`config.mk`:
```
export PLATFORM = sky130hd
export DESIGN_NAME = turf_acknack_dispatch
export DESIGN_NICKNAME = d
export VERILOG_FILES = /design/src/rtl/turf_acknack_pkg.sv /design/src/rtl/turf_acknack_expander.sv /design/src/rtl/turf_acknack_dispatch.sv
export SDC_FILE = /design/constraint.sdc
export NUM_CORES = 1
export LEC_CHECK = 0
export CAP_MARGIN = 15
export CELL_PAD_IN_SITES_DETAIL_PLACEMENT = 2
export CELL_PAD_IN_SITES_GLOBAL_PLACEMENT = 2
export CORE_MARGIN = 8
export CORE_UTILIZATION = 33
export DETAILED_ROUTE_END_ITERATION = 8
export HOLD_SLACK_MARGIN = 0.03
export PLACE_DENSITY = 0.82
export SETUP_SLACK_MARGIN = 0.3
export SLEW_MARGIN = 20
export SYNTH_ARGS = -nofsm -noshare
export SYNTH_HDL_FRONTEND = slang
export SYNTH_SLANG_ARGS = --single-unit
```
`constraint.sdc`:
```
create_clock -name aclk -period 3.15 [get_ports aclk]
set_input_delay 0.315 -clock aclk [delete_from_list [all_inputs] [get_ports aclk]]
set_output_delay 0.315 -clock aclk [all_outputs]
set_load 0.005 [all_outputs]
```
`src/rtl/turf_acknack_pkg.sv`:
```
// Shared definitions for the acknack stream: field positions, the dispatcher
// state encoding and a packed view of one 48-bit acknack entry.
package turf_acknack_pkg;

    localparam int ACKNACK_WIDTH     = 48;
    localparam int ACKNACK_ALLOW_BIT = 47;
    localparam int ACKNACK_FULL_BIT  = 46;
    localparam int ACKNACK_RSVD_LSB  = 43;
    localparam int ACKNACK_RSVD_BITS = 3;
    localparam int ACKNACK_CNT_LSB   = 32;
    localparam int ACKNACK_CNT_BITS  = 11;

    typedef enum logic [1:0] {
        ST_IDLE    = 2'd0,
        ST_RELEASE = 2'd1,
        ST_REREAD  = 2'd2,
        ST_EXPAND  = 2'd3
    } state_e;

    // Field layout of one acknack entry, MSB first.
    typedef struct packed {
        logic        allow;
        logic        full;
        logic [2:0]  rsvd;
        logic [10:0] cnt;
        logic [11:0] addr;
        logic [19:0] off;
    } acknack_t;

endpackage

```
`src/rtl/turf_acknack_expander.sv`:
```
// Fragment index generator for a full-event NACK. It holds the fragment count
// and the current index, and presents the index/last flag the dispatcher
// should register for the next beat (either the first beat on load, or the
// following beat on advance).
module turf_acknack_expander
    import turf_acknack_pkg::*;
(
    input  logic                        aclk,
    input  logic                        aresetn,
    input  logic                        load,
    input  logic [ACKNACK_CNT_BITS-1:0] cnt_in,
    input  logic                        advance,
    output logic [ACKNACK_CNT_BITS-1:0] idx_nxt,
    output logic                        last_nxt
);

    logic [ACKNACK_CNT_BITS-1:0] idx_r;
    logic [ACKNACK_CNT_BITS-1:0] cnt_r;
    logic [ACKNACK_CNT_BITS-1:0] idx_inc_s;
    logic [ACKNACK_CNT_BITS-1:0] cnt_dec_s;

    assign idx_inc_s = idx_r + 11'd1;
    assign cnt_dec_s = cnt_r - 11'd1;

    // Index and last flag of the beat that follows the current decision.
    always_comb begin
        idx_nxt  = idx_inc_s;
        last_nxt = 1'b0;
        if (load) begin
            idx_nxt  = 11'd0;
            last_nxt = (cnt_in == 11'd1);
        end else begin
            idx_nxt  = idx_inc_s;
            last_nxt = (idx_inc_s == cnt_dec_s);
        end
    end

    // Capture the count on load and step the index on every accepted beat.
    always_ff @(posedge aclk or negedge aresetn) begin
        if (!aresetn) begin
            idx_r <= 11'd0;
            cnt_r <= 11'd0;
        end else if (load) begin
            idx_r <= 11'd0;
            cnt_r <= cnt_in;
        end else if (advance) begin
            idx_r <= idx_inc_s;
        end
    end

endmodule

```
`src/rtl/turf_acknack_dispatch.sv`:
```
// Decodes acknack entries into buffer-release requests and fragment re-read
// requests, expanding full-event NACKs into one re-read per fragment, and
// keeps wrap-around ack/nack statistics. All outputs are registered.
module turf_acknack_dispatch
    import turf_acknack_pkg::*;
#(
    parameter int ADDR_BITS = 12,
    parameter int FRAG_BITS = 20,
    parameter int CNT_BITS  = 16
) (
    input  logic                           aclk,
    input  logic                           aresetn,
    input  logic [ACKNACK_WIDTH-1:0]       s_acknack_tdata,
    input  logic                           s_acknack_tvalid,
    output logic                           s_acknack_tready,
    output logic [ADDR_BITS-1:0]           m_release_tdata,
    output logic                           m_release_tvalid,
    input  logic                           m_release_tready,
    output logic [ADDR_BITS+FRAG_BITS-1:0] m_reread_tdata,
    output logic                           m_reread_tvalid,
    input  logic                           m_reread_tready,
    output logic                           m_reread_tlast,
    input  logic                           flush_i,
    output logic [CNT_BITS-1:0]            ack_count_o,
    output logic [CNT_BITS-1:0]            nack_count_o,
    output logic [CNT_BITS-1:0]            empty_nack_count_o
);

    state_e                        state_r, state_nxt_s;
    logic                          tready_r;
    logic                          rel_valid_r, rr_valid_r, rr_last_r;
    logic [ADDR_BITS-1:0]          rel_data_r, rel_data_nxt_s, addr_r;
    logic [ADDR_BITS+FRAG_BITS-1:0] rr_data_r, rr_data_nxt_s;
    logic                          rr_last_nxt_s;
    logic [CNT_BITS-1:0]           ack_cnt_r, nack_cnt_r, empty_cnt_r;

    logic                          in_hs_s, rel_hs_s, rr_hs_s;
    logic                          allow_in_s, full_in_s, empty_in_s;
    logic [ADDR_BITS-1:0]          addr_in_s;
    logic [FRAG_BITS-1:0]          off_in_s;
    logic [ACKNACK_CNT_BITS-1:0]   cnt_in_s, exp_idx_s;
    logic                          exp_load_s, exp_adv_s, exp_last_s;
    logic                          rsvd_unused_s;

    assign allow_in_s    = s_acknack_tdata[ACKNACK_ALLOW_BIT];
    assign full_in_s     = s_acknack_tdata[ACKNACK_FULL_BIT];
    assign cnt_in_s      = s_acknack_tdata[ACKNACK_CNT_LSB +: ACKNACK_CNT_BITS];
    assign addr_in_s     = s_acknack_tdata[FRAG_BITS +: ADDR_BITS];
    assign off_in_s      = s_acknack_tdata[FRAG_BITS-1:0];
    assign rsvd_unused_s = ^s_acknack_tdata[ACKNACK_RSVD_LSB +: ACKNACK_RSVD_BITS];
    assign empty_in_s    = full_in_s && (cnt_in_s == 11'd0);

    assign in_hs_s  = s_acknack_tvalid && tready_r;
    assign rel_hs_s = rel_valid_r && m_release_tready;
    assign rr_hs_s  = rr_valid_r && m_reread_tready;

    turf_acknack_expander u_expander (
        .aclk     (aclk),
        .aresetn  (aresetn),
        .load     (exp_load_s),
        .cnt_in   (cnt_in_s),
        .advance  (exp_adv_s),
        .idx_nxt  (exp_idx_s),
        .last_nxt (exp_last_s)
    );

    // Next-state decode; the allow bit dominates the full-nack bit.
    always_comb begin
        state_nxt_s = state_r;
        exp_load_s  = 1'b0;
        exp_adv_s   = 1'b0;
        case (state_r)
            ST_IDLE: begin
                if (!in_hs_s) begin
                    state_nxt_s = ST_IDLE;
                end else if (allow_in_s) begin
                    state_nxt_s = ST_RELEASE;
                end else if (!full_in_s) begin
                    state_nxt_s = ST_REREAD;
                end else if (!empty_in_s) begin
                    state_nxt_s = ST_EXPAND;
                    exp_load_s  = 1'b1;
                end else begin
                    state_nxt_s = ST_IDLE;
                end
            end
            ST_RELEASE: begin
                if (rel_hs_s) state_nxt_s = ST_IDLE;
                else          state_nxt_s = ST_RELEASE;
            end
            ST_REREAD: begin
                if (rr_hs_s) state_nxt_s = ST_IDLE;
                else         state_nxt_s = ST_REREAD;
            end
            ST_EXPAND: begin
                // A flush wins over continuing; a coincident handshake still counts.
                if ((rr_hs_s && rr_last_r) || flush_i) begin
                    state_nxt_s = ST_IDLE;
                end else if (rr_hs_s) begin
                    state_nxt_s = ST_EXPAND;
                    exp_adv_s   = 1'b1;
                end else begin
                    state_nxt_s = ST_EXPAND;
                end
            end
            default: state_nxt_s = ST_IDLE;
        endcase
    end

    // Next payload for the output registers; held unchanged while stalled.
    always_comb begin
        rel_data_nxt_s = rel_data_r;
        rr_data_nxt_s  = rr_data_r;
        rr_last_nxt_s  = rr_last_r;
        if (state_r == ST_IDLE && in_hs_s) begin
            if (allow_in_s) begin
                rel_data_nxt_s = addr_in_s;
            end else if (!full_in_s) begin
                rr_data_nxt_s = {addr_in_s, off_in_s};
                rr_last_nxt_s = 1'b1;
            end else begin
                rr_data_nxt_s = {addr_in_s, {(FRAG_BITS-ACKNACK_CNT_BITS){1'b0}}, exp_idx_s};
                rr_last_nxt_s = exp_last_s;
            end
        end else if (exp_adv_s) begin
            rr_data_nxt_s = {addr_r, {(FRAG_BITS-ACKNACK_CNT_BITS){1'b0}}, exp_idx_s};
            rr_last_nxt_s = exp_last_s;
        end else begin
            rr_last_nxt_s = rr_last_r;
        end
    end

    // State, registered outputs, captured address and statistics counters.
    always_ff @(posedge aclk or negedge aresetn) begin
        if (!aresetn) begin
            state_r     <= ST_IDLE;
            tready_r    <= 1'b1;
            rel_valid_r <= 1'b0;
            rr_valid_r  <= 1'b0;
            rr_last_r   <= 1'b0;
            rel_data_r  <= '0;
            rr_data_r   <= '0;
            addr_r      <= '0;
            ack_cnt_r   <= '0;
            nack_cnt_r  <= '0;
            empty_cnt_r <= '0;
        end else begin
            state_r     <= state_nxt_s;
            tready_r    <= (state_nxt_s == ST_IDLE);
            rel_valid_r <= (state_nxt_s == ST_RELEASE);
            rr_valid_r  <= (state_nxt_s == ST_REREAD) || (state_nxt_s == ST_EXPAND);
            rr_last_r   <= rr_last_nxt_s;
            rel_data_r  <= rel_data_nxt_s;
            rr_data_r   <= rr_data_nxt_s;
            if (state_r == ST_IDLE && in_hs_s) begin
                addr_r <= addr_in_s;
                if (allow_in_s)      ack_cnt_r   <= ack_cnt_r + CNT_BITS'(1);
                else if (empty_in_s) empty_cnt_r <= empty_cnt_r + CNT_BITS'(1);
                else                 nack_cnt_r  <= nack_cnt_r + CNT_BITS'(1);
            end
        end
    end

    assign s_acknack_tready   = tready_r;
    assign m_release_tdata    = rel_data_r;
    assign m_release_tvalid   = rel_valid_r;
    assign m_reread_tdata     = rr_data_r;
    assign m_reread_tvalid    = rr_valid_r;
    assign m_reread_tlast     = rr_last_r;
    assign ack_count_o        = ack_cnt_r;
    assign nack_count_o       = nack_cnt_r;
    assign empty_nack_count_o = empty_cnt_r;

endmodule

```
==> results of run 1 <==
==> worst paths after layout <==
check                                       start                     end  slack (ns)  cells after the start
min in group asynchronous                 aresetn          ack_count_o[3]        0.51                      2
hold / removal                s_acknack_tdata[12]      m_reread_tdata[12]        0.45                      3
max in group asynchronous                 aresetn     u_expander.cnt_r[3]        1.82                      3
setup reg to reg              u_expander.idx_r[0]          m_reread_tlast        0.72                      7
hold reg to reg            empty_nack_count_o[15]  empty_nack_count_o[15]        0.46                      1
setup / recovery              u_expander.idx_r[0]          m_reread_tlast        0.72                      7
==> worst reg2reg max path, stage by stage, from the launching register on <==
cell and delay (ns):
dfrtp_1 0.48, ha_1 0.31, nand4_2 0.22, or4_1 0.53, xor2_1 0.38, xnor2_1 0.17, o211ai_1 0.13, o22ai_1 0.12
==> flip-flops by register name (all words and copies together), names as in the netlist, 2 cells and up <==
register,flops
state_r,2
u_expander.idx_r,11
nack_count_o,16
m_reread_tdata,32
u_expander.cnt_r,11
m_release_tdata,12
addr_r,12
empty_nack_count_o,16
ack_count_o,16
==> cell type report <==
class	instances	area, µm²
timing repair buffer	157	1560
inverter	9	33.8
multi-input combinational	435	2760
sequential	132	3300
clock buffer	20	447
fill	1912	9940
tap	234	293
clock inverter	12	249
==> layout by cell type (no fill, tap or decap), types with 3 or more instances in the layout <==
cell type / instances
clkdlybuf4s50_1: 145
dfrtp_1: 131
nand2_1: 124
nor2_1: 51
xnor2_1: 43
xor2_1: 36
nand3_1: 28
a21oi_1: 24
mux2_2: 23
clkbuf_16: 17
nor3_1: 14
and3_1: 10
nand4_1: 10
inv_1: 9
buf_4: 9
bufinv_16: 7
and4_1: 6
nor4_4: 5
ha_1: 5
o21ai_0: 4
o22ai_1: 3
o211ai_1: 3
nor2b_1: 3
and2_1: 3
nand4_2: 3
nor3b_1: 3
nor3_2: 3
==> power by group through the flow <==
stage	clock [mW]	combinational, mW	sequential [mW]
after global routing	2.48	2.25	2.66
after global placement	0	1.92	2.57
final	2.37	2.04	2.59
after CTS	2.42	2.08	2.60
after detailed placement	0	2.02	2.61
after floorplan	0	0.961	2.51
==> per-layer routing <==
metal / track usage [%] / share of wire, % / vias to the layer above / routed length, µm
met5: 0 / 0 / - / 0
met4: 4.90 / 1.2 / 0 / 250
met3: 6.37 / 6.4 / 21 / 1330
met2: 31.1 / 49 / 136 / 10200
met1: 21.8 / 43 / 2557 / 9030
li1: - / - / 2333 / -
==> metrics by stage <==
| stage | area, µm² | setup WS [ns] |
|---|---|---|
| 2_1_floorplan | 6200 | 1.20 |
| 3_3_place_gp | 7940 | 0.585 |
| 3_5_place_dp | 7940 | 0.486 |
| 4_1_cts | 8640 | 0.721 |
| 5_1_grt | 8640 | 0.579 |
| 6_report | 8640 | 0.724 |
==> cells by family (layout without fill, tap and decap cells) <==
group           Yosys count  after routing  share of synthesized area [%]
fa+ha+maj                 5              5                           1.01
buf+inv                  31            198                           2.40
simple gates            282            282                           23.4
flops                   132            132                           53.3
compound gates           45             45                           4.42
mux                      24             24                           4.34
xor+xnor                 79             79                           11.2
==> results.py, run 1 <==
metrics = {
    "outcome": {
        "status": "completed",
    },
    "cts": {
        "cts_max_path_buffers": 2,
        "htreeDepth": 4,
        "cts_tree": "done",
        "clock_sinks": 132,
        "cts_hold_buf": 1,
        "cts_resized": 0,
        "post_cts.repair.setup_buffers": 0,
        "clk-insertion-delay-late_ns": 0.42,
        "clk_pin_slew_ns": 0.06,
        "cts_buffers": 17,
        "clockRootBuffer": "clkbuf_16",
    },
    "grt": {
        "grt_max_degree": 87,
        "grt_pass1_vias": 5995,
        "gr-total-overflow": 0,
        "antenna_found_initial": 0,
        "track_usage_pct": 18.4,
        "grt_first_pass_wirelength_mm": 34.3,
    },
    "timing": {
        "setup_viol": 0,
        "slew_violations": 0,
        "period_needed_ns": 2.43,
        "maxSlewHeadroom_pct": 43.1,
        "hold-worst-slack_ns": 0.446,
        "skew_ns": 0.00859,
        "fin_crit_sh_pct": 77.0,
        "worst_pin_slew_ns": 0.853,
        "tns_ns": 0,
        "rsz0062_at_grt": "no",
        "fmax_ghz": 0.412,
        "timing.final.hold_violations": 0,
    },
    "power_and_ir_drop": {
        "clock_power_share_pct": 33.9,
        "total_power_mw": 7.00,
        "p_int_mw": 4.84,
        "ir_worst_vdd_mv": 0.427,
        "pwr-share-seq_pct": 37.0,
        "p_sw_mw": 2.16,
        "p_leak_nw": 3.86,
        "powerDensity_nw_per_um2": 810,
        "combPwrFrac_pct": 29.1,
        "p_sw_share_pct": 30.9,
    },
    "critical_path": {
        "crit_chain": "ha_1 > nand4_2 > or4_1 > xor2_1 > xnor2_1 > o211ai_1 > o22ai_1",
        "critPathRequiredTime_ns": 3.49,
        "worstPathArrival_ns": 2.77,
        "critPathMaxFanout": 6,
        "max_stage_delay_ns": 0.53,
        "path_class": "register to register",
        "cp_top_family": "simple AND/OR/NAND/NOR gates",
        "crit_slowest_cell": "or4_1",
        "cp-end-kind": "register",
        "critPathBufInv": 0,
        "worstSetupStartpointType": "register",
    },
    "placement": {
        "place_inst": 966,
        "port_buffers": 146,
        "place.gp.congestion": 0.817,
        "dp_hpwl_mm": 14.9,
    },
    "die": {
        "num_io_pins": 150,
        "num_rows": 50,
        "dieArea_um2": 23400,
        "coreArea_um2": 18600,
        "start_util_pct": 33.4,
        "die_x_um": 153,
        "die_h_um": 153,
    },
    "job": {
        "maxCapViolCount": 0,
    },
    "yosys": {
        "synth_area_leaders": "dfrtp_1, nand2_1, xnor2_1",
        "yosysWarnings": 0,
        "async_flop_share_pct": 100,
        "avgSynthCellArea_um2": 10.4,
        "synthCells": 598,
        "synthesis.area_um2": 6200,
        "synth_top_area_share_pct": 52.9,
        "seq_area_frac_synth_pct": 53.3,
        "ys_ff_latch": 132,
        "synth-edff-count": 0,
        "synth.largest_area_cell": "dfrtp_1",
        "synth_nets": 657,
        "ys_top_cells_by_count": "dfrtp_1, nand2_1, nor2_1, xnor2_1, xor2_1",
        "ys.flop_type": "dfrtp_1",
        "synth.most_common_cell": "dfrtp_1",
        "synthDistinctLibCells": 52,
    },
    "routing": {
        "vias_per_cell": 5.05,
        "ant_nets": 0,
        "first_iter_violations": 195,
        "wl_per_cell_um": 20.8,
        "remaining_drc_errors": 0,
        "drt_first_pass_iters": 4,
        "vias": 5047,
        "wl_mm": 20.8,
    },
    "worst_hold_path": {
        "hold_class": "input port to register",
    },
    "final_layout": {
        "final_nets": 811,
        "final_cells": 999,
        "drive_gt1_share_pct": 11.0,
        "n_antenna_cell": 0,
        "synthToLayoutAreaGrowth_pct": 39.4,
        "finish.utilization_pct": 46.5,
    },
}
No activity file was read; power rests on OpenSTA's default activity.
==> run 2: changes to the inputs <==
--- a/config.mk
+++ b/config.mk
@@ -9,10 +9,10 @@
 export CELL_PAD_IN_SITES_DETAIL_PLACEMENT = 2
 export CELL_PAD_IN_SITES_GLOBAL_PLACEMENT = 2
 export CORE_MARGIN = 8
-export CORE_UTILIZATION = 33
+export CORE_UTILIZATION = 28
 export DETAILED_ROUTE_END_ITERATION = 8
 export HOLD_SLACK_MARGIN = 0.03
-export PLACE_DENSITY = 0.82
+export PLACE_DENSITY = 0.73
 export SETUP_SLACK_MARGIN = 0.3
 export SLEW_MARGIN = 20
 export SYNTH_ARGS = -nofsm -noshare
==> constraint.sdc (replaced) <==
create_clock -name aclk -period 2.2 [get_ports aclk]
set_input_delay 0.22 -clock aclk [delete_from_list [all_inputs] [get_ports aclk]]
set_output_delay 0.22 -clock aclk [all_outputs]
set_load 0.005 [all_outputs]
==> results.py, run 2 (same netlist as run 1, synthesis figures left out) <==
metrics = {
    "outcome": {
        "status": "completed",
    },
    "power_and_ir_drop": {
        "p_leak_nw": 4.12,
        "powerDensity_nw_per_um2": 1060,
        "total_power_mw": 9.82,
        "ir_worst_vdd_mv": 0.436,
    },
    "timing": {
        "slew_violations": 0,
        "worst_pin_slew_ns": 0.684,
        "hold-worst-slack_ns": 0.109,
        "setup_viol": 0,
        "skew_ns": 0.00714,
        "fin_crit_sh_pct": 94.5,
        "fmax_ghz": 0.481,
        "timing.final.hold_violations": 0,
        "period_needed_ns": 2.08,
        "rsz0062_at_grt": "yes",
        "maxSlewHeadroom_pct": 54.4,
        "tns_ns": 0,
    },
    "placement": {
        "port_buffers": 146,
        "place_inst": 1035,
        "place.gp.congestion": 0.793,
        "dp_hpwl_mm": 15.4,
    },
    "worst_hold_path": {
        "hold_path.startpoint": "s_acknack_tdata[33]",
        "hold_class": "input port to register",
    },
    "routing": {
        "remaining_drc_errors": 0,
        "ant_nets": 0,
        "vias_per_cell": 4.82,
        "vias": 5246,
        "wl_mm": 20.9,
        "first_iter_violations": 145,
        "wl_per_cell_um": 19.3,
        "drt_first_pass_iters": 4,
    },
    "grt": {
        "grt_pass1_vias": 5895,
        "antenna_found_initial": 0,
        "grt_first_pass_wirelength_mm": 33.0,
        "gr-total-overflow": 0,
        "track_usage_pct": 15.5,
        "grt_max_degree": 67,
    },
    "final_layout": {
        "final_nets": 855,
        "n_antenna_cell": 0,
        "drive_gt1_share_pct": 20.8,
        "layout_common_cells": "clkdlybuf4s50_1, nand2_1, dfrtp_1, xnor2_1, nor2_1",
        "final_cells": 1088,
        "seq_area_um2": 3320,
        "largest_reg_flops": 32,
        "final_common_cell": "clkdlybuf4s50_1",
        "multi_input_area_um2": 2950,
        "synthToLayoutAreaGrowth_pct": 49.0,
        "n_fill_cell": 2241,
    },
    "cts": {
        "cts_max_path_buffers": 2,
        "clock_sinks": 132,
        "htreeDepth": 4,
        "clk_pin_slew_ns": 0.06,
        "clk-insertion-delay-late_ns": 0.42,
        "cts_tree": "done",
        "cts_buffers": 17,
        "clockRootBuffer": "clkbuf_16",
    },
    "critical_path": {
        "worstSetupStartpointType": "register",
        "path_class": "register to register",
        "crit_slowest_cell": "or4b_4",
        "cp-startpoint": "u_expander.cnt_r[1]",
        "max_stage_delay_ns": 0.53,
        "cp_top_family": "simple AND/OR/NAND/NOR gates",
        "reg2reg_from": "u_expander.cnt_r[1]",
        "critPathRequiredTime_ns": 2.53,
        "worstPathArrival_ns": 2.41,
        "crit_chain": "inv_2 > ha_4 > or4b_4 > nor4_4 > xnor2_2 > xnor2_1 > nand4_1 > o22ai_1",
        "critPathBufInv": 1,
        "critPathMaxFanout": 4,
        "cp-end-kind": "register",
    },
    "die": {
        "dieArea_um2": 27200,
        "die_x_um": 165,
        "num_io_pins": 150,
        "start_util_pct": 28.5,
        "num_rows": 54,
        "coreArea_um2": 21800,
        "die_h_um": 165,
    },
    "job": {
        "maxCapViolCount": 0,
    },
}
## run 2: changes by cell type in the layout (fill, tap and decap cells not counted), sizes merged
cell / change
inv: +4
clkinvlp: +2
clkdlybuf4s50: -6
buf: +43
bufinv: -5
dlymetal6s2s: +6
clkbuf: -2
clkinv: +1
## run 2: metrics by stage
stage	util, %	setup slack, ns	area, µm²
2_1_floorplan	-	0.303	6220
3_3_place_gp	37.8	-0.119	8220
3_5_place_dp	37.8	-0.198	8220
4_1_cts	41.3	0.179	8980
5_1_grt	42.5	0.0158	9240
6_report	42.5	0.121	9240
## run 2: final cells by class
cell class	instances	share of cell area, %
repair buffers	201	21.6
well taps	280	3.79
clock inverters	14	1.86
flip-flops and latches	132	35.9
inverters	9	0.366
multi-input cells	435	31.9
clock buffers	17	4.60
## run 2: path summary, 6_finish.rpt
check / depth (start not counted) / slack [ns] / endpoint
worst min-delay path: 3 / 0.11 / u_expander.cnt_r[1]
min in group asynchronous: 2 / 0.36 / ack_count_o[15]
worst max-delay path: 8 / 0.12 / m_reread_tlast
max in group asynchronous: 3 / 1.13 / m_release_tdata[2]
worst max register to register: 8 / 0.12 / m_reread_tlast
worst min register to register: 1 / 0.47 / nack_count_o[15]
## run 2: timing repair
item | CTS | global route
endpoints found under the hold margin | 62 | 0
pin swaps | 10 | 10
cloned | 0 | 2
endpoints found under the setup margin | 22 | 46
resized for setup | 26 | 41
hold buffers | 1 | 0
setup buffers | 8 | 11
## run 2: power breakdown
| group | total (mW) | leakage (nW) | switching, mW | internal [mW] |
|---|---|---|---|---|
| logic | 3.25 | 2.14 | 1.47 | 1.78 |
| clock network | 2.90 | 0.282 | 1.20 | 1.70 |
| registers | 3.67 | 1.70 | 0.574 | 3.10 |
## run 2: metal layers
| metal | track usage (%) | part of all wire, % | up-vias |
|---|---|---|---|
| met5 | 0 | 0 | - |
| met4 | 5.16 | 1.4 | 0 |
| met3 | 4.24 | 6.1 | 22 |
| met2 | 25.6 | 49 | 130 |
| met1 | 19.2 | 43 | 2671 |
| li1 | - | - | 2423 |
## run 2: worst register-to-register path, stage by stage, from the launching register on
cell     delay, ns
dfrtp_1       0.39
inv_2         0.09
ha_4          0.15
or4b_4        0.53
nor4_4        0.20
xnor2_2       0.16
xnor2_1       0.15
nand4_1       0.14
o22ai_1       0.17
==> run 3: changes to the inputs <==
--- a/config.mk
+++ b/config.mk
@@ -10,6 +10,7 @@
 export CELL_PAD_IN_SITES_GLOBAL_PLACEMENT = 2
 export CORE_MARGIN = 8
 export CORE_UTILIZATION = 28
+export CTS_CLUSTER_SIZE = 24
 export DETAILED_ROUTE_END_ITERATION = 8
 export HOLD_SLACK_MARGIN = 0.03
 export PLACE_DENSITY = 0.73
==> results of run 3 <==
The final DEF is identical to that of run 2; final timing and power are the same.
==> variant 1: new RTL, config.mk and constraints of run 2 <==
Put one more register stage on the output `nack_count_o`, with the module's reset. The value now appears one clock later. The other outputs are not delayed to match.
--- a/src/rtl/turf_acknack_dispatch.sv
+++ b/src/rtl/turf_acknack_dispatch.sv
@@ -169,5 +169,11 @@
     assign m_reread_tlast     = rr_last_r;
     assign ack_count_o        = ack_cnt_r;
-    assign nack_count_o       = nack_cnt_r;
+    always_ff @(posedge aclk or negedge aresetn) begin
+        if (!aresetn) begin
+            nack_count_o <= '0;
+        end else begin
+            nack_count_o <= nack_cnt_r;
+        end
+    end
     assign empty_nack_count_o = empty_cnt_r;
 
Formal check against the unedited RTL: not equivalent (a bounded check fails within 4 cycles, from zero or initial values and one cycle with aresetn low).
==> variant 1 against run 2 <==
Final area is 1.7% higher; critical path type unchanged; synthesized area increased by 3.1%; sequential cell count is 16 higher; sequential share of layout area increased by 3.6 points; critical endpoint unchanged; setup slack better by 140 ps; synthesized cell count shrank 0.50%; highest routed layer unchanged; via count shrank 1.9%; routed wire length decreased by 2.3%; power rose by 2.7%; die area rose by 2.8%.
==> variant 1: results (changes against run 2) <==
* Hold buffers post-CTS at 1 (unchanged)
* CTS resizes at 22 (-15%)
* # nets final at 853 (-0.23%)
* Async SR Flop Fraction at 1.00 (unchanged)
* Total Routing Usage GR at 0.150 (-0.00505)
* Syn Nets at 654 (-0.46%)
* Share of cells above drive strength 1 at 0.206 (-0.00222)
* Critical Path End: m_reread_tlast$_DFFE_PN0P_
* Worst Setup Slack, final at 259 ps (+137 ps)
* CTS buffer count at 17 (unchanged)
* Slew margin rel. at 0.601 (+0.0568)
* Ant. Diodes at 0 (unchanged)
* YS warnings at 0 (unchanged)
* Worst Setup SP: u_expander.idx_r[4]$_DFFE_PN0P_
* Crit Path Max Fanout at 6 (+2)
* Min-Delay Path Class: in -> reg
* DRT iter0 DRCs at 170 (+17%)
* Root Buffer Master: clkbuf_16
* Post-synth top cells: dfrtp_1 (147), nand2_1 (123), nor2_1 (54)
* Filler cells at 2357 (+5.2%)
* Post-DP HPWL at 15400 um (about the same)
* Seq/Total Area, Yosys at 0.579 (+0.0463)
* Status: finished, final reports clean
* Post-CTS Setup Bufs at 7 (-1)
* Max reg flops at 32 (unchanged)
* Drt first pass iters at 4 (unchanged)
* Netlist cell types at 44 (-15%)
* Vias at 5148 (-1.9%)
* Initial antenna violation count at 0 (unchanged)
* Area contributors post-synth: dfrtp_1 (58%), nand2_1 (7.2%), xnor2_1 (6.8%)
* Clock latency on the worst-skew pair at 420 ps (about the same)
* Leak Pwr at 4.23 nW (+2.8%)
* Worst-case reg-to-reg path depth at 7 (-1)
* Clock Skews at 8.35 ps (+1.20 ps)
* Drt wl/cell at 18.7 um (-2.6%)
* Port Buffer Count at 146 (unchanged)
* RePlAce Congestion at 0.808 (+1.9%)
* Clock Path Buffers at 2 (unchanged)
* CP arrival at 2250 ps (-160 ps)
* Vias in the first global route at 5987 (+1.6%)
* H-tree levels at 4 (unchanged)
* First-pass GRT wire length at 33600 um (+1.7%)
* CTS clock-pin slew for the worst setup and hold paths at roughly 70 ps
* Post-synth top flop: dfrtp_1
* Largest net degree at the start of global routing at 63 (-6.0%)
* Peak VDD IR at 450 uV (+3.2%)
* DP Worst Slack at -230 ps (-31.8 ps)
-- variant 1: changes by cell type after synthesis, moves of 4 or more --
cell / delta
clkbuf_1: +5
dfrtp_1: +16
a21oi_1: -7
and4_1: -4
buf_2: -4
nand3_1: +6
xnor2_1: +7
xor2_1: -5
a221oi_1: +4
-- variant 1: how the worst min path moves through the flow --
stage	slack, ps	end	cells past startpoint	startpoint
after floorplan	-80	ack_count_o[0]$_DFFE_PN0P_	0	aresetn
after global placement	240	m_reread_tdata[9]$_DFFE_PN0P_	1	aresetn
after detailed placement	250	m_reread_tdata[9]$_DFFE_PN0P_	1	aresetn
after CTS	320	m_reread_tdata[19]$_DFFE_PN0P_	3	s_acknack_tdata[19]
after global routing	150	u_expander.cnt_r[8]$_DFFE_PN0N_	2	s_acknack_tdata[40]
final	160	u_expander.cnt_r[8]$_DFFE_PN0N_	2	s_acknack_tdata[40]
-- variant 1: cells by family (layout without fill, tap and decap cells) --
| kind of cell | Yosys count | in the layout | synth area share |
|---|---|---|---|
| flip-flops | 148 | 148 | 0.579 |
| AND/OR/NAND/NOR | 268 | 268 | 0.198 |
| adder cells (fa/ha/maj) | 5 | 5 | 0.00978 |
| multiplexers | 24 | 24 | 0.0421 |
| buffers and inverters | 29 | 241 | 0.0190 |
| XOR/XNOR | 81 | 81 | 0.111 |
| AO/OA/AOI/OAI | 40 | 40 | 0.0405 |
-- variant 1: worst max-delay path: stages (launching register included) --
cell     delay, ps
dfrtp_1        470
nand3_1        220
nor3_2         220
xor2_1         170
buf_4          150
xnor2_1        110
nand4_1        140
o41ai_2        360
-- variant 1: area by class of cell --
| cell class | count | area, sq um | share of cell area |
|---|---|---|---|
| Clock inverter | 15 | 164 | 0.0174 |
| Timing Repair Buffer | 201 | 1960 | 0.208 |
| Inverter | 8 | 30.0 | 0.00319 |
| Sequential cell | 148 | 3710 | 0.395 |
| Multi-Input combinational cell | 418 | 2750 | 0.293 |
| Tap cell | 285 | 357 | 0.0379 |
| Clock buffer | 17 | 425 | 0.0452 |
-- variant 1: metal layers --
metal / share of wire / GRT usage
met5: 0 / 0
met2: 0.53 / 0.272
met4: 0.014 / 0.0435
met3: 0.033 / 0.0317
met1: 0.42 / 0.175
-- variant 1: through the flow --
stage                     instances  utilization  hold WS, ps  setup TNS [ps]  cell area [sq um]
after detailed placement       1038        0.374          252           -3830               8410
after floorplan                 595            -        -75.6               0               6390
after global placement         1038        0.374          236           -1110               8410
after global routing           1092        0.418          150               0               9400
after CTS                      1078        0.407          324               0               9150
final                          1092        0.418          164               0               9400
-- variant 1: power breakdown --
part	total [mW]	switching [mW]	internal [mW]
Sequential	3.94	0.507	3.43
Combinational	3.23	1.44	1.79
Clock	2.92	1.30	1.61
Total	10.1	3.25	6.83
==> variant 2: new RTL, settings of run 2 <==
Without the edit above. `ADDR_BITS`: 12 -> 11.
--- a/src/rtl/turf_acknack_dispatch.sv
+++ b/src/rtl/turf_acknack_dispatch.sv
@@ -5,5 +5,5 @@
     import turf_acknack_pkg::*;
 #(
-    parameter int ADDR_BITS = 12,
+    parameter int ADDR_BITS = 11,
     parameter int FRAG_BITS = 20,
     parameter int CNT_BITS  = 16
Interface: changed (resized m_release_tdata and m_reread_tdata); port bits go from 150 to 148. The function was not compared with the original's and may differ.
==> variant 2 against run 2 <==
Sequential share of layout area shrank 0.97 points; sequential power shrank 2%; global-route usage grew 0.20 points; setup slack lost 110 ps; synthesized area shrank 4.6%; routed wire length grew 3.0%; count of clock-buffer cells in the layout grew 2; sequential cell count shrank 3; final area grew 0.50%; synthesized cell count shrank 2.5%; via count shrank 1.9%; power shrank 1.4%; critical path type unchanged; largest power group unchanged; highest routed layer is now met5.
==> variant 2: results (changes against run 2) <==
* Max reg flops at 31 (-3.1%)
* Syn Nets at 642 (-2.3%)
* First-pass GRT wire length at 32400 um (-1.9%)
* Post-DP HPWL at 15000 um (-2.5%)
* Worst path max stage delay at 450 ps (-80 ps)
* Largest net degree at the start of global routing at 53 (-21%)
* Netlist cell types at 48 (-7.7%)
* Met1 Use GR at 0.183 (-0.00903)
* Met1 wire length at 8780 um (-3.7%)
* Delay-heaviest family, CP: compound AO/OA/AOI/OAI gates
* Buffer share of cell area at 0.225 (+0.00943)
* Port Buffer Count at 143 (-2.1%)
* Placed cells at 1015 (-1.9%)
* Share of cells above drive strength 1 at 0.247 (+0.0387)
* Clock Skews at 7.51 ps (+0.370 ps)
* Layout area overhead at 57.0%
* Crit path max-delay cell type: dfrtp_2
* Worst slew pin tran at 520 ps (-163 ps)
* Reg area at 3240 sq um (-2.2%)
* DP Worst Slack at -276 ps (-77.7 ps)
* Total power at 9.68 mW (-1.4%)
* Highest routed layer: met5
* Crit Path Max Fanout at 3 (-1)
* Multi-input gates at 424 (-2.5%)
* Post-synth top cells: dfrtp_1 (128), nand2_1 (127), xnor2_1 (59)
* Metal3 WL at 941 um (-27%)
* Clk sinks at 129 (-2.3%)
* Clock buffers at 19 (+2)
* CTS resizes at 23 (-12%)
* Area post-placement at 7920 sq um (-3.7%)
* Met3 Track Usage GR at 0.0473 (+0.00497)
* # nets final at 854 (-0.12%)
* Min-Delay Path Class: in -> async
* CP arrival at 2500 ps (+90 ps)
* Sequential Power Share at 0.370 (-0.004)
* Seq/Total Area, Yosys at 0.546 (+0.0130)
* DRT iter0 DRCs at 179 (+23%)
* Vias in the first global route at 5904 (+0.15%)
* Routed WL at 21600 um (+3.0%)
* Status: finished, final reports clean
* Total Routing Usage GR at 0.157 (+0.00198)
variant 2: cell types whose count changed after synthesis, moves of 4 or more:
cell and delta:
xor2_1 -18, xnor2_1 +16, nor2_1 -11, nand3_1 +7
o21ai_0 +6, a21oi_1 -5, buf_2 -5, clkbuf_1 +5
nor4_4 -5, nor4_1 +4
variant 2: worst paths after layout:
path	endpoint	slack (ps)	depth (start not counted)
max	m_reread_tlast$_DFFE_PN0P_	10	8
min	addr_r[6]$_DFFE_PN0P_	310	2
max reg2reg	m_reread_tlast$_DFFE_PN0P_	10	8
min reg2reg	nack_count_o[15]$_DFFE_PN0P_	470	1
max in group asynchronous	s_acknack_tready$_DFF_PN1_	1080	3
min in group aclk	m_reread_tdata[12]$_DFFE_PN0P_	360	3
variant 2: logic make-up after synthesis:
family	after synthesis	synth area share
adders and majority gates	5	0.0106
and+or+nand+nor	274	0.215
DFF	129	0.546
muxes	22	0.0417
AOI/OAI and AO/OA	46	0.0503
xor gates and xnor gates	77	0.114
buffers and inverters	30	0.0222
